## src/rtl/fetch_unit.sv

```systemverilog
// Instruction fetch stage: owns the PC, reads imem combinationally and queues {pc, op} pairs for decode.
// Optional macro FETCH_PREDECODE_EN adds zero-bubble handling of unconditional jumps, plus a halt on self-jumps.
module fetch_unit #(
    parameter logic [15:0] RESET_PC = 16'h0000,
    parameter int          IMEM_AW  = 12
) (
    input  logic        clk,
    input  logic        rst_n,
    output logic [15:0] imem_pc,
    input  logic [15:0] imem_op,
    output logic        id_valid,
    output logic [15:0] id_op,
    output logic [15:0] id_pc,
    input  logic        id_ready,
    input  logic        redirect_valid,
    input  logic [15:0] redirect_pc
);
    localparam logic [15:0] PC_MASK = 16'((32'd1 << IMEM_AW) - 32'd1);

    typedef enum logic {S_RUN, S_HALT} state_t;
    typedef struct packed {
        logic [15:0] pc;
        logic [15:0] op;
    } entry_t;

    state_t      state_q, state_d;
    logic [15:0] pc_q, pc_d;
    logic [1:0]  count_q, count_d;
    entry_t      ent0_q, ent0_d, ent1_q, ent1_d;
    entry_t      new_ent;
    logic        enq, deq, halt_req;
    logic [15:0] next_pc;

    // Outputs are forced idle while reset is asserted, so decode never sees stale entries.
    assign id_valid = rst_n & (count_q != 2'd0);
    assign id_op    = id_valid ? ent0_q.op : 16'h0;
    assign id_pc    = id_valid ? ent0_q.pc : 16'h0;
    assign imem_pc  = rst_n ? pc_q : (RESET_PC & PC_MASK);

    assign deq     = id_valid & id_ready;
    assign enq     = rst_n & (state_q == S_RUN) & ((count_q != 2'd2) | deq) & !redirect_valid;
    assign new_ent = '{pc: pc_q, op: imem_op};

`ifdef FETCH_PREDECODE_EN
    localparam logic [4:0] OP_JMP = 5'b11110;  // opcode value from def.h
    logic [15:0] jmp_tgt;

    always_comb begin
        jmp_tgt  = (pc_q + 16'd1 + {{5{imem_op[10]}}, imem_op[10:0]}) & PC_MASK;
        next_pc  = (pc_q + 16'd1) & PC_MASK;
        halt_req = 1'b0;
        if (imem_op[15:11] == OP_JMP) begin
            next_pc  = jmp_tgt;
            halt_req = (jmp_tgt == pc_q);
        end
    end
`else
    assign next_pc  = (pc_q + 16'd1) & PC_MASK;
    assign halt_req = 1'b0;
`endif

    always_comb begin
        state_d = state_q;
        pc_d    = pc_q;
        count_d = count_q;
        ent0_d  = ent0_q;
        ent1_d  = ent1_q;
        if (redirect_valid) begin
            // Flush wins over any same-cycle dequeue; the presented head is dropped.
            count_d = 2'd0;
            pc_d    = redirect_pc & PC_MASK;
            state_d = S_RUN;
        end else begin
            if (enq) begin
                pc_d = next_pc;
                if (halt_req) state_d = S_HALT;
            end
            case ({enq, deq})
                2'b11: begin
                    if (count_q == 2'd1) begin
                        ent0_d = new_ent;
                    end else begin
                        ent0_d = ent1_q;
                        ent1_d = new_ent;
                    end
                end
                2'b10: begin
                    if (count_q == 2'd0) ent0_d = new_ent;
                    else                 ent1_d = new_ent;
                    count_d = count_q + 2'd1;
                end
                2'b01: begin
                    ent0_d  = ent1_q;
                    count_d = count_q - 2'd1;
                end
                default: ;
            endcase
        end
    end

    always_ff @(posedge clk) begin
        if (!rst_n) state_q <= S_RUN;
        else        state_q <= state_d;
    end

    always_ff @(posedge clk) begin
        if (!rst_n) begin
            pc_q    <= RESET_PC & PC_MASK;
            count_q <= 2'd0;
            ent0_q  <= '0;
            ent1_q  <= '0;
        end else begin
            pc_q    <= pc_d;
            count_q <= count_d;
            ent0_q  <= ent0_d;
            ent1_q  <= ent1_d;
        end
    end
endmodule

```

## config.mk

```make
export PLATFORM = sky130hd
export DESIGN_NAME = fetch_unit
export DESIGN_NICKNAME = d
export VERILOG_FILES = /design/src/rtl/fetch_unit.sv
export SDC_FILE = /design/constraint.sdc
export NUM_CORES = 1
export LEC_CHECK = 0
export ABC_AREA = 1
export CAP_MARGIN = 10
export CORE_ASPECT_RATIO = 0.9
export CORE_MARGIN = 4
export CORE_UTILIZATION = 45
export CTS_BUF_LIST = sky130_fd_sc_hd__clkbuf_8 sky130_fd_sc_hd__clkbuf_16
export CTS_CLUSTER_DIAMETER = 100
export DETAILED_ROUTE_END_ITERATION = 16
export PLACE_DENSITY = 0.7
export SLEW_MARGIN = 5
export SYNTH_ARGS = -nofsm -noshare
export SYNTH_HDL_FRONTEND = slang
export SYNTH_SLANG_ARGS = --single-unit
```

## constraint.sdc

```tcl
create_clock -name clk -period 3.8 [get_ports clk]
set_input_delay 0.95 -clock clk [delete_from_list [all_inputs] [get_ports clk]]
set_output_delay 0.95 -clock clk [all_outputs]
set_load 0.05 [all_outputs]
```

==> qor.csv, run 1 <==
stage,metric,value,unit
placement,place_hpwl,7860,um
setup_path,cp.required,2850,ps
sta,tightest_slew,926,ps
synthesis,synth_seq_cells,70,
final_layout,multi_input_area,2040,sq um
die,dieWidth,110,um
route,routed_via_density,5.15,
synthesis,ys_types,30,
final_layout,layout-drive-gt1-share,0.113,
synthesis,synth_ff_type,dfxtp_1,
setup_path,criticalPathCategory,in2out,
setup_path,ff2ff_setup_slack,1140,ps
pwr,ir_worst_vdd,207,uV
min_path,hold_depth,2,
die,io_pins,85,
die,start_util,0.462,
route,dr.pass1.iters,6,
min_path,hp-class,reg2reg,
pwr,pwr_density_cell,329,nW/um^2
sta,maxSlewHeadroom,0.382,
clock_tree,clk_latency,340,ps
grt,overflow,0,
synthesis,ys_warn_count,0,
clock_tree,ctsHoldBuffers,0,
setup_path,cp-start-kind,input pin,
synthesis,synth_sequential_area_ratio,0.331,
sta,min_period,3490,ps
final_layout,finalNonFillerCells,854,
route,drc,0,
route,vias,4396,
final_layout,fill_cells,873,
route,drt_iter0_drc,316,
sta,hold_violations,0,
sta,fin_crit_sh,0.917,
synthesis,syn_inst,674,
die,die_height,100,um
grt,grt_pass1_vias,4150,
route,ant_nets,0,
setup_path,arrival,2540,ps
clock_tree,cts_resized,0,
run,maxCapViolations,0,
clock_tree,numCtsBuffers,9,
sta,fin_skew,8.19,ps
setup_path,critPathMaxFanout,28,
placement,port-buffer-count,72,
clock_tree,tritoncts,built,
sta,finalSetupViolCount,0,
synthesis,syn_area,4240,sq um
sta,fmax,287,MHz
die,rows,33,
final_layout,diodes,0,
synthesis,avgSynthCellArea,6.29,sq um
die,die_area,11000,sq um
final_layout,seq_area,1400,sq um
sta,rsz0062_at_grt,no,
clock_tree,cts_buffer_depth,2,
placement,place_inst,838,
grt,grt_max_degree,58,
synthesis,synth_edf_count,0,
clock_tree,clock_sinks,70,
clock_tree,cts_root_buf,clkbuf_8,
clock_tree,htree_levels,3,
synthesis,synthArstFlopShare,0,
pwr,p_leak,2.59,nW
grt,grt.total_usage,0.207,
route,drt-total-wl,11100,um
final_layout,areaGrowthSynthToFinish,32.7,%
outcome,status,finished clean,
grt,grt_pass1_wl,18500,um
grt,grt_antenna_before_repair,0,
placement,place_congestion,0.856,
die,coreArea,9170,sq um
sta,fin_tns_setup,0,ps
clock_tree,clk_pin_slew,70,ps
setup_path,r2r_cells,14,
final_layout,finalNetCount,771,
setup_path,end_kind,output pin,
clock_tree,post_cts_buffers,0,
sta,finalMaxSlewViolations,0,
route,wl_per_cell,13.0,um
==> per-stage QoR <==
| step | setup slack [ps] | cell area, sq um | total power, W | hold WS, ps | utilization |
|---|---|---|---|---|---|
| floorplan | 379 | 4260 | 0.00106 | 440 | - |
| global placement | 360 | 5400 | 0.00118 | 448 | 0.589 |
| detailed placement | 306 | 5400 | 0.00119 | 458 | 0.589 |
| CTS | 300 | 5620 | 0.00187 | 471 | 0.613 |
| global route | 189 | 5620 | 0.00195 | 495 | 0.613 |
| finish | 314 | 5620 | 0.00185 | 469 | 0.613 |
==> routing by layer <==
layer	part of all wire	GRT usage	up-vias
met5	0	0	-
met4	0.013	0.0578	0
met3	0.063	0.0424	19
met2	0.50	0.362	167
met1	0.42	0.256	1999
li1	-	-	2211
==> flip-flops by register name, indices dropped and copies added, names as in the netlist <==
name and cells:
count_q 2, ent0_q 28, ent1_q 28, pc_q 12
==> worst max-delay path, cell delays in order <==
cell and delay, ps:
clkdlybuf4s50_1 660, inv_2 70, nor2_2 180, inv_2 230
nor2_1 260, buf_12 170
==> final cells by class <==
class                           count  share of cell area
Timing Repair Buffer               86               0.224
Sequential cell                    70               0.249
Clock buffer                        9              0.0220
Multi-Input combinational cell    414               0.362
Tap cell                          122              0.0272
Clock inverter                      7              0.0176
Inverter                          146              0.0975
==> path summary, 6_finish.rpt <==
kind | from | to
worst max-delay path | rst_n | id_pc[2]
worst min-delay path | ent1_q[23]$_SDFFE_PN0P_ | ent1_q[23]$_SDFFE_PN0P_
worst max register to register | count_q[0]$_SDFFE_PP0N_ | ent0_q[24]$_SDFFE_PN0P_
worst min register to register | ent1_q[23]$_SDFFE_PN0P_ | ent1_q[23]$_SDFFE_PN0P_
==> logic make-up after synthesis <==
kind of cell | count (synthesis) | synth area share
AO/OA/AOI/OAI | 221 | 0.274
XOR/XNOR | 5 | 0.0103
adder cells (fa/ha/maj) | 8 | 0.0236
buffers and inverters | 197 | 0.196
flip-flops | 70 | 0.331
other | 1 | 0.000885
AND/OR/NAND/NOR | 172 | 0.165
==> cells in the mapped netlist (all sizes together) (2+ instances only) <==
library cell | instances | share of area
buf | 40 | 0.057
inv | 146 | 0.13
nand2 | 112 | 0.10
o21ai | 94 | 0.11
o22ai | 28 | 0.041
clkbuf | 11 | 0.010
ha | 8 | 0.024
nand4 | 2 | 0.0030
xor2 | 4 | 0.0083
dfxtp | 70 | 0.33
a21oi | 95 | 0.11
a31oi | 2 | 0.0030
nor2 | 43 | 0.039
nand3 | 14 | 0.021
==> placed cells by master, fill, tap and decap left out, drive strengths merged <==
| cell | count |
|---|---|
| dfxtp | 70 |
| a21oi | 95 |
| bufinv | 2 |
| nand2 | 112 |
| nor3 | 1 |
| clkinv | 3 |
| clkdlybuf4s50 | 31 |
| o22ai | 28 |
| nor2 | 43 |
| o211ai | 1 |
| a211oi | 1 |
| a31oi | 2 |
| xnor2 | 1 |
| ha | 8 |
| buf | 55 |
| clkbuf | 9 |
| nand3 | 14 |
| nand4 | 2 |
| o21ai | 94 |
| xor2 | 4 |
| conb | 8 |
| inv | 148 |
==> report_power, final <==
| group | internal (W) | leakage [nW] | switching [W] |
|---|---|---|---|
| clock | 0.000373 | 0.115 | 0.000302 |
| combinational | 0.000147 | 1.90 | 0.000234 |
| sequential | 0.000770 | 0.571 | 0.0000257 |
Power figures use the tool's default switching activity.
==> run 2: changes to the inputs <==
--- a/config.mk
+++ b/config.mk
@@ -7,5 +7,4 @@
 export LEC_CHECK = 0
 export ABC_AREA = 1
-export CAP_MARGIN = 10
 export CORE_ASPECT_RATIO = 0.9
 export CORE_MARGIN = 4
==> constraint.sdc (replaced) <==
create_clock -name clk -period 3.8 [get_ports clk]
set_input_delay 1.14 -clock clk [delete_from_list [all_inputs] [get_ports clk]]
set_output_delay 1.14 -clock clk [all_outputs]
set_load 0.05 [all_outputs]
==> qor.csv, run 2 (same netlist as run 1, synthesis figures left out) <==
stage,metric,value,unit,change
setup_path,end_kind,output pin,,unchanged
placement,place_hpwl,7710,um,was 7860 um
placement,port-buffer-count,72,,unchanged
clock_tree,cts_resized,0,,unchanged
placement,place_congestion,0.859,,was 0.856
setup_path,cp.required,2660,ps,was 2850 ps
placement,place_inst,837,,was 838
sta,fmax,274,MHz,was 287 MHz
pwr,ir_worst_vdd,221,uV,was 207 uV
die,die_height,100,um,unchanged
min_path,hold_path_end,ent1_q[16]$_SDFFE_PN0P_,,was ent1_q[23]$_SDFFE_PN0P_
run,maxCapViolations,0,,unchanged
final_layout,diodes,0,,unchanged
setup_path,criticalPathCategory,in2out,,unchanged
pwr,clock_power_share,0.336,,was 0.364
die,die_area,11000,sq um,unchanged
grt,grt_antenna_before_repair,0,,unchanged
die,coreArea,9170,sq um,unchanged
outcome,status,finished clean,,unchanged
route,drt-total-wl,11200,um,"was 11,100 um"
sta,finalSetupViolCount,0,,unchanged
clock_tree,cts_root_buf,clkbuf_8,,unchanged
sta,fin_crit_sh,0.961,,was 0.917
route,dr.pass1.iters,5,,was 6
final_layout,final_cell_mix,"inv_1, nand2_1, a21oi_1",,unchanged
clock_tree,cts_buffer_depth,2,,unchanged
pwr,pwr-share-seq,0.450,,was 0.430
clock_tree,clk_latency,340,ps,about the same
clock_tree,clk_pin_slew,70,ps,about the same
sta,maxSlewHeadroom,0.358,,was 0.382
clock_tree,htree_levels,3,,unchanged
route,ant_nets,0,,unchanged
sta,fin_tns_setup,0,ps,unchanged
clock_tree,ctsHoldBuffers,0,,unchanged
final_layout,finalNetCount,770,,was 771
pwr,p_switching,0.000539,W,was 0.000561 W
sta,rsz0062_at_grt,no,,unchanged
setup_path,arrival,2510,ps,was 2540 ps
final_layout,areaGrowthSynthToFinish,31.8,%,was 32.7%
setup_path,r2r-end,ent0_q[23]$_SDFFE_PN0P_,,was ent0_q[24]$_SDFFE_PN0P_
grt,grt_max_degree,58,,unchanged
min_path,hold_start,ent1_q[16]$_SDFFE_PN0P_,,was ent1_q[23]$_SDFFE_PN0P_
route,drt_iter0_drc,298,,was 316
final_layout,reg_top3,"ent0_q: 28 flops, ent1_q: 28 flops, pc_q: 12 flops",,unchanged
die,dieWidth,110,um,unchanged
die,rows,33,,unchanged
grt,grt_pass1_vias,4177,,"was 4,150"
route,routed_via_density,5.10,,was 5.15
grt,overflow,0,,unchanged
route,drc,0,,unchanged
setup_path,reg2reg_from,count_q[0]$_SDFFE_PP0N_,,unchanged
clock_tree,tritoncts,built,,unchanged
sta,min_period,3650,ps,was 3490 ps
final_layout,finalNonFillerCells,853,,was 854
final_layout,layout-drive-gt1-share,0.109,,was 0.113
setup_path,r2r_cells,14,,unchanged
route,vias,4352,,"was 4,396"
sta,tightest_slew,962,ps,was 926 ps
sta,finalMaxSlewViolations,0,,unchanged
pwr,switching_share,0.305,,was 0.303
route,wl_per_cell,13.1,um,was 13.0 um
sta,fin_skew,12.9,ps,was 8.19 ps
final_layout,final_common_cell,inv_1,,unchanged
setup_path,critPathMaxFanout,28,,unchanged
setup_path,cp-start-kind,input pin,,unchanged
setup_path,ff2ff_setup_slack,1370,ps,was 1140 ps
sta,whs,472,ps,was 469 ps
pwr,pwr_density_cell,317,nW/um^2,was 329 nW/um^2
sta,hold_violations,0,,unchanged
grt,grt.total_usage,0.205,,was 0.207
pwr,p_int,0.00123,W,was 0.00129 W
die,start_util,0.462,,unchanged
clock_tree,post_cts_buffers,0,,unchanged
min_path,hold_depth,2,,unchanged
pwr,p_leak,2.58,nW,was 2.59 nW
grt,grt_pass1_wl,18300,um,"was 18,500 um"
die,io_pins,85,,unchanged
min_path,hp-class,reg2reg,,unchanged
pwr,comb_power_share,0.214,,was 0.206
clock_tree,clock_sinks,70,,unchanged
clock_tree,numCtsBuffers,9,,unchanged
[run 2: metrics by stage]
| stage | cell area (sq um) | worst slack [ps] | util | total power, W |
|---|---|---|---|---|
| 6_report | 5580 | 150 | 0.609 | 0.00177 |
| 5_1_grt | 5580 | 28.7 | 0.609 | 0.00186 |
| 4_1_cts | 5580 | 130 | 0.609 | 0.00178 |
| 3_5_place_dp | 5390 | 137 | 0.588 | 0.00119 |
| 3_3_place_gp | 5390 | 178 | 0.588 | 0.00118 |
| 2_1_floorplan | 4260 | -1.10 | - | 0.00106 |
[run 2: critical path, cell delays in order]
cell             delay [ps]
clkdlybuf4s50_1         550
inv_2                    60
nor2_2                  110
inv_2                   200
nor2_1                  260
buf_12                  170
[run 2: worst max-delay path by stage]
stage	start	endpoint	slack, ps	depth (start not counted)
final	rst_n	id_pc[5]	150	6
after global routing	rst_n	id_pc[3]	30	6
after CTS	rst_n	id_pc[4]	130	6
after detailed placement	rst_n	id_pc[3]	140	6
after global placement	rst_n	id_pc[3]	180	6
after floorplan	rst_n	id_op[10]	-1	5
[run 2: power groups by stage]
stage / logic (W) / clock network, W / registers [W]
floorplan: 0.000259 / 0 / 0.000801
global placement: 0.000365 / 0 / 0.000811
detailed placement: 0.000377 / 0 / 0.000812
CTS: 0.000379 / 0.000607 / 0.000795
global route: 0.000420 / 0.000638 / 0.000800
finish: 0.000380 / 0.000594 / 0.000796
[run 2: final cells by class]
type | instances | area (sq um)
flip-flops and latches | 70 | 1400
clock buffers | 10 | 138
fillers | 852 | 3580
inverters | 146 | 548
multi-input cells | 414 | 2040
clock inverters | 6 | 55.1
well taps | 122 | 153
repair buffers | 85 | 1250
[run 2: metal layers]
metal	vias to the layer above	routed length, um	GRT usage
met5	-	0	0
met4	0	227	0.0672
met3	23	655	0.0495
met2	145	5580	0.357
met1	1976	4690	0.246
li1	2208	-	-
==> run 3: changes to the inputs <==
- ABC_AREA: 1 -> 0
- PLACE_DENSITY: 0.7 -> 0.71
==> qor.csv, run 3 <==
stage,metric,value,unit,change
final_layout,fill_cells,734,,was 852
route,wl_per_cell,15.0,um,was 13.1 um
final_layout,reg_top3,"ent0_q: 28 flops, ent1_q: 28 flops, pc_q: 12 flops",,unchanged
sta,fmax,276,MHz,was 274 MHz
synthesis,yosys.area.top_type,dfxtp_1,,unchanged
setup_path,end_kind,output pin,,unchanged
run,maxCapViolations,0,,unchanged
synthesis,synth_sequential_area_ratio,0.355,,was 0.331
min_path,hold_start,ent0_q[15]$_SDFFE_PN0P_,,was ent1_q[16]$_SDFFE_PN0P_
synthesis,synth_area_leaders,"dfxtp_1, mux2i_1, a21oi_1, and2_1, nand2_1",,"was dfxtp_1, inv_1, a21oi_1, o21ai_0, nand2_1"
grt,grt_max_degree,59,,was 58
final_layout,areaGrowthSynthToFinish,35.2,%,was 31.8%
pwr,p_leak,1.89,nW,was 2.58 nW
grt,grt_pass1_vias,3454,,"was 4,177"
synthesis,syn_area,3940,sq um,was 4240 sq um
min_path,hp-class,reg2reg,,unchanged
final_layout,final_cell_mix,"dfxtp_1, a21oi_1, nand2_1",,"was inv_1, nand2_1, a21oi_1"
clock_tree,numCtsBuffers,9,,unchanged
die,rows,32,,was 33
route,ant_nets,0,,unchanged
synthesis,avgSynthCellArea,8.32,sq um,was 6.29 sq um
sta,finalMaxSlewViolations,0,,unchanged
setup_path,cp.required,2660,ps,about the same
setup_path,arrival,2490,ps,was 2510 ps
clock_tree,cts_buffer_depth,2,,unchanged
synthesis,yosysMostFrequentCell,dfxtp_1,,was inv_1
pwr,ir_worst_vdd,172,uV,was 221 uV
grt,grt_pass1_wl,16500,um,"was 18,300 um"
sta,fin_skew,5.80,ps,was 12.9 ps
route,drt_iter0_drc,105,,was 298
route,drt-total-wl,9800,um,"was 11,200 um"
setup_path,r2r_cells,12,,was 14
clock_tree,ctsHoldBuffers,0,,unchanged
final_layout,finalNetCount,573,,was 770
outcome,status,finished clean,,unchanged
setup_path,r2r-end,ent1_q[0]$_SDFFE_PN0P_,,was ent0_q[23]$_SDFFE_PN0P_
placement,port-buffer-count,72,,unchanged
placement,pre_cts_slack,-13.7,ps,was 137 ps
die,die_height,96.8,um,was 100 um
final_layout,multi_input_area,2290,sq um,was 2040 sq um
sta,tightest_slew,880,ps,was 962 ps
setup_path,criticalPathCategory,in2out,,unchanged
synthesis,ys_types,40,,was 30
die,dieWidth,107,um,was 110 um
sta,maxSlewHeadroom,0.413,,was 0.358
die,io_pins,85,,unchanged
sta,rsz0062_at_grt,no,,unchanged
min_path,hold_path_end,ent0_q[15]$_SDFFE_PN0P_,,was ent1_q[16]$_SDFFE_PN0P_
grt,overflow,0,,unchanged
die,die_area,10300,sq um,"was 11,000 sq um"
clock_tree,clock_sinks,70,,unchanged
final_layout,final_common_cell,dfxtp_1,,was inv_1
synthesis,synthArstFlopShare,0,,unchanged
route,vias,3543,,"was 4,352"
placement,place_hpwl,6840,um,was 7710 um
clock_tree,clk_pin_slew,70,ps,about the same
placement,place_congestion,0.744,,was 0.859
die,coreArea,8570,sq um,was 9170 sq um
route,dr.pass1.iters,4,,was 5
sta,fin_crit_sh,0.954,,was 0.961
setup_path,reg2reg_from,count_q[0]$_SDFFE_PP0N_,,unchanged
clock_tree,clk_latency,340,ps,about the same
route,drc,0,,unchanged
clock_tree,cts_resized,0,,unchanged
sta,fin_tns_setup,0,ps,unchanged
setup_path,critPathMaxFanout,18,,was 28
die,start_util,0.460,,was 0.462
clock_tree,post_cts_buffers,0,,unchanged
synthesis,synth_ff_type,dfxtp_1,,unchanged
synthesis,yosysTopAreaCellShare,0.355,,was 0.331
synthesis,yosys-top-cells-count,"dfxtp_1, a21oi_1, nand2_1",,"was inv_1, nand2_1, a21oi_1"
setup_path,cp-start-kind,input pin,,unchanged
grt,grt_antenna_before_repair,0,,unchanged
clock_tree,htree_levels,3,,unchanged
synthesis,synth_edf_count,0,,unchanged
clock_tree,cts_root_buf,clkbuf_8,,unchanged
pwr,pwr_density_cell,320,nW/um^2,was 317 nW/um^2
final_layout,seq_area,1400,sq um,unchanged
grt,grt.total_usage,0.193,,was 0.205
sta,hold_violations,0,,unchanged
synthesis,ys_warn_count,0,,unchanged
final_layout,diodes,0,,unchanged
final_layout,layout-drive-gt1-share,0.144,,was 0.109
route,routed_via_density,5.43,,was 5.10
synthesis,synth_seq_cells,70,,unchanged
clock_tree,tritoncts,built,,unchanged
setup_path,ff2ff_setup_slack,1020,ps,was 1370 ps
sta,worst_slack,174,ps,was 150 ps
sta,finalSetupViolCount,0,,unchanged
min_path,hold_depth,2,,unchanged
synthesis,syn_inst,474,,was 674
sta,min_period,3630,ps,was 3650 ps
## run 3: cell types whose count changed after synthesis, sizes merged, moves of 3 or more
cell	before	now
inv	146	8
a32oi	0	3
and2	0	39
o22ai	28	0
nand3	14	5
a21oi	95	63
buf	40	26
clkbuf	11	24
nand2	112	59
o21ai	94	13
mux2i	0	53
a221oi	0	25
a211oi	1	10
xnor2	1	7
## run 3: cells by family after synthesis
family | after synthesis | synth area share
mux | 53 | 0.135
simple gates | 153 | 0.186
fa+ha+maj | 8 | 0.0254
other cells | 1 | 0.000951
flops | 70 | 0.355
buf+inv | 59 | 0.0755
xor+xnor | 9 | 0.0200
compound gates | 121 | 0.202
## run 3: cell type report
cell class,instances,share of cell area
clock buffers,10,0.0258
clock inverters,5,0.00844
well taps,119,0.0279
inverters,9,0.00633
repair buffers,87,0.240
flip-flops and latches,70,0.263
multi-input cells,352,0.429
## run 3: critical path: stages
cell	delay (ps)
clkdlybuf4s50_1	490
clkinv_1	100
nor2_1	170
buf_4	230
and2_1	200
buf_12	150
## run 3: how the worst max path moves through the flow
stage / cells past startpoint / startpoint / end / slack [ps]
after floorplan: 4 / rst_n / id_pc[10] / 120
after global placement: 12 / rst_n / ent1_q[2]$_SDFFE_PN0P_ / 90
after detailed placement: 12 / rst_n / ent1_q[0]$_SDFFE_PN0P_ / -10
after CTS: 6 / rst_n / id_pc[11] / 140
after global routing: 6 / rst_n / id_pc[11] / 80
final: 6 / rst_n / id_pc[11] / 170
## run 3: through the flow
| stage | total power [W] | instance area [sq um] | utilization | std cells | hold WS (ps) |
|---|---|---|---|---|---|
| floorplan | 0.00103 | 3970 | - | 481 | 432 |
| global placement | 0.00114 | 5150 | 0.601 | 637 | 439 |
| detailed placement | 0.00115 | 5150 | 0.601 | 637 | 442 |
| CTS | 0.00172 | 5330 | 0.623 | 652 | 452 |
| global route | 0.00178 | 5330 | 0.623 | 652 | 482 |
| finish | 0.00171 | 5330 | 0.623 | 652 | 449 |
## run 3: where the power goes
group	switching, W	total (W)	internal, W
clock network	0.000259	0.000567	0.000308
registers	0.0000323	0.000795	0.000763
logic	0.000196	0.000344	0.000148
total	0.000487	0.00171	0.00122
## run 3: routing by layer
metal / global-route usage / vias to the layer above / wire (um)
met5: 0 / - / 0
met2: 0.329 / 91 / 4940
met1: 0.241 / 1691 / 4240
met3: 0.0420 / 10 / 514
li1: - / 1751 / -
met4: 0.0629 / 0 / 110
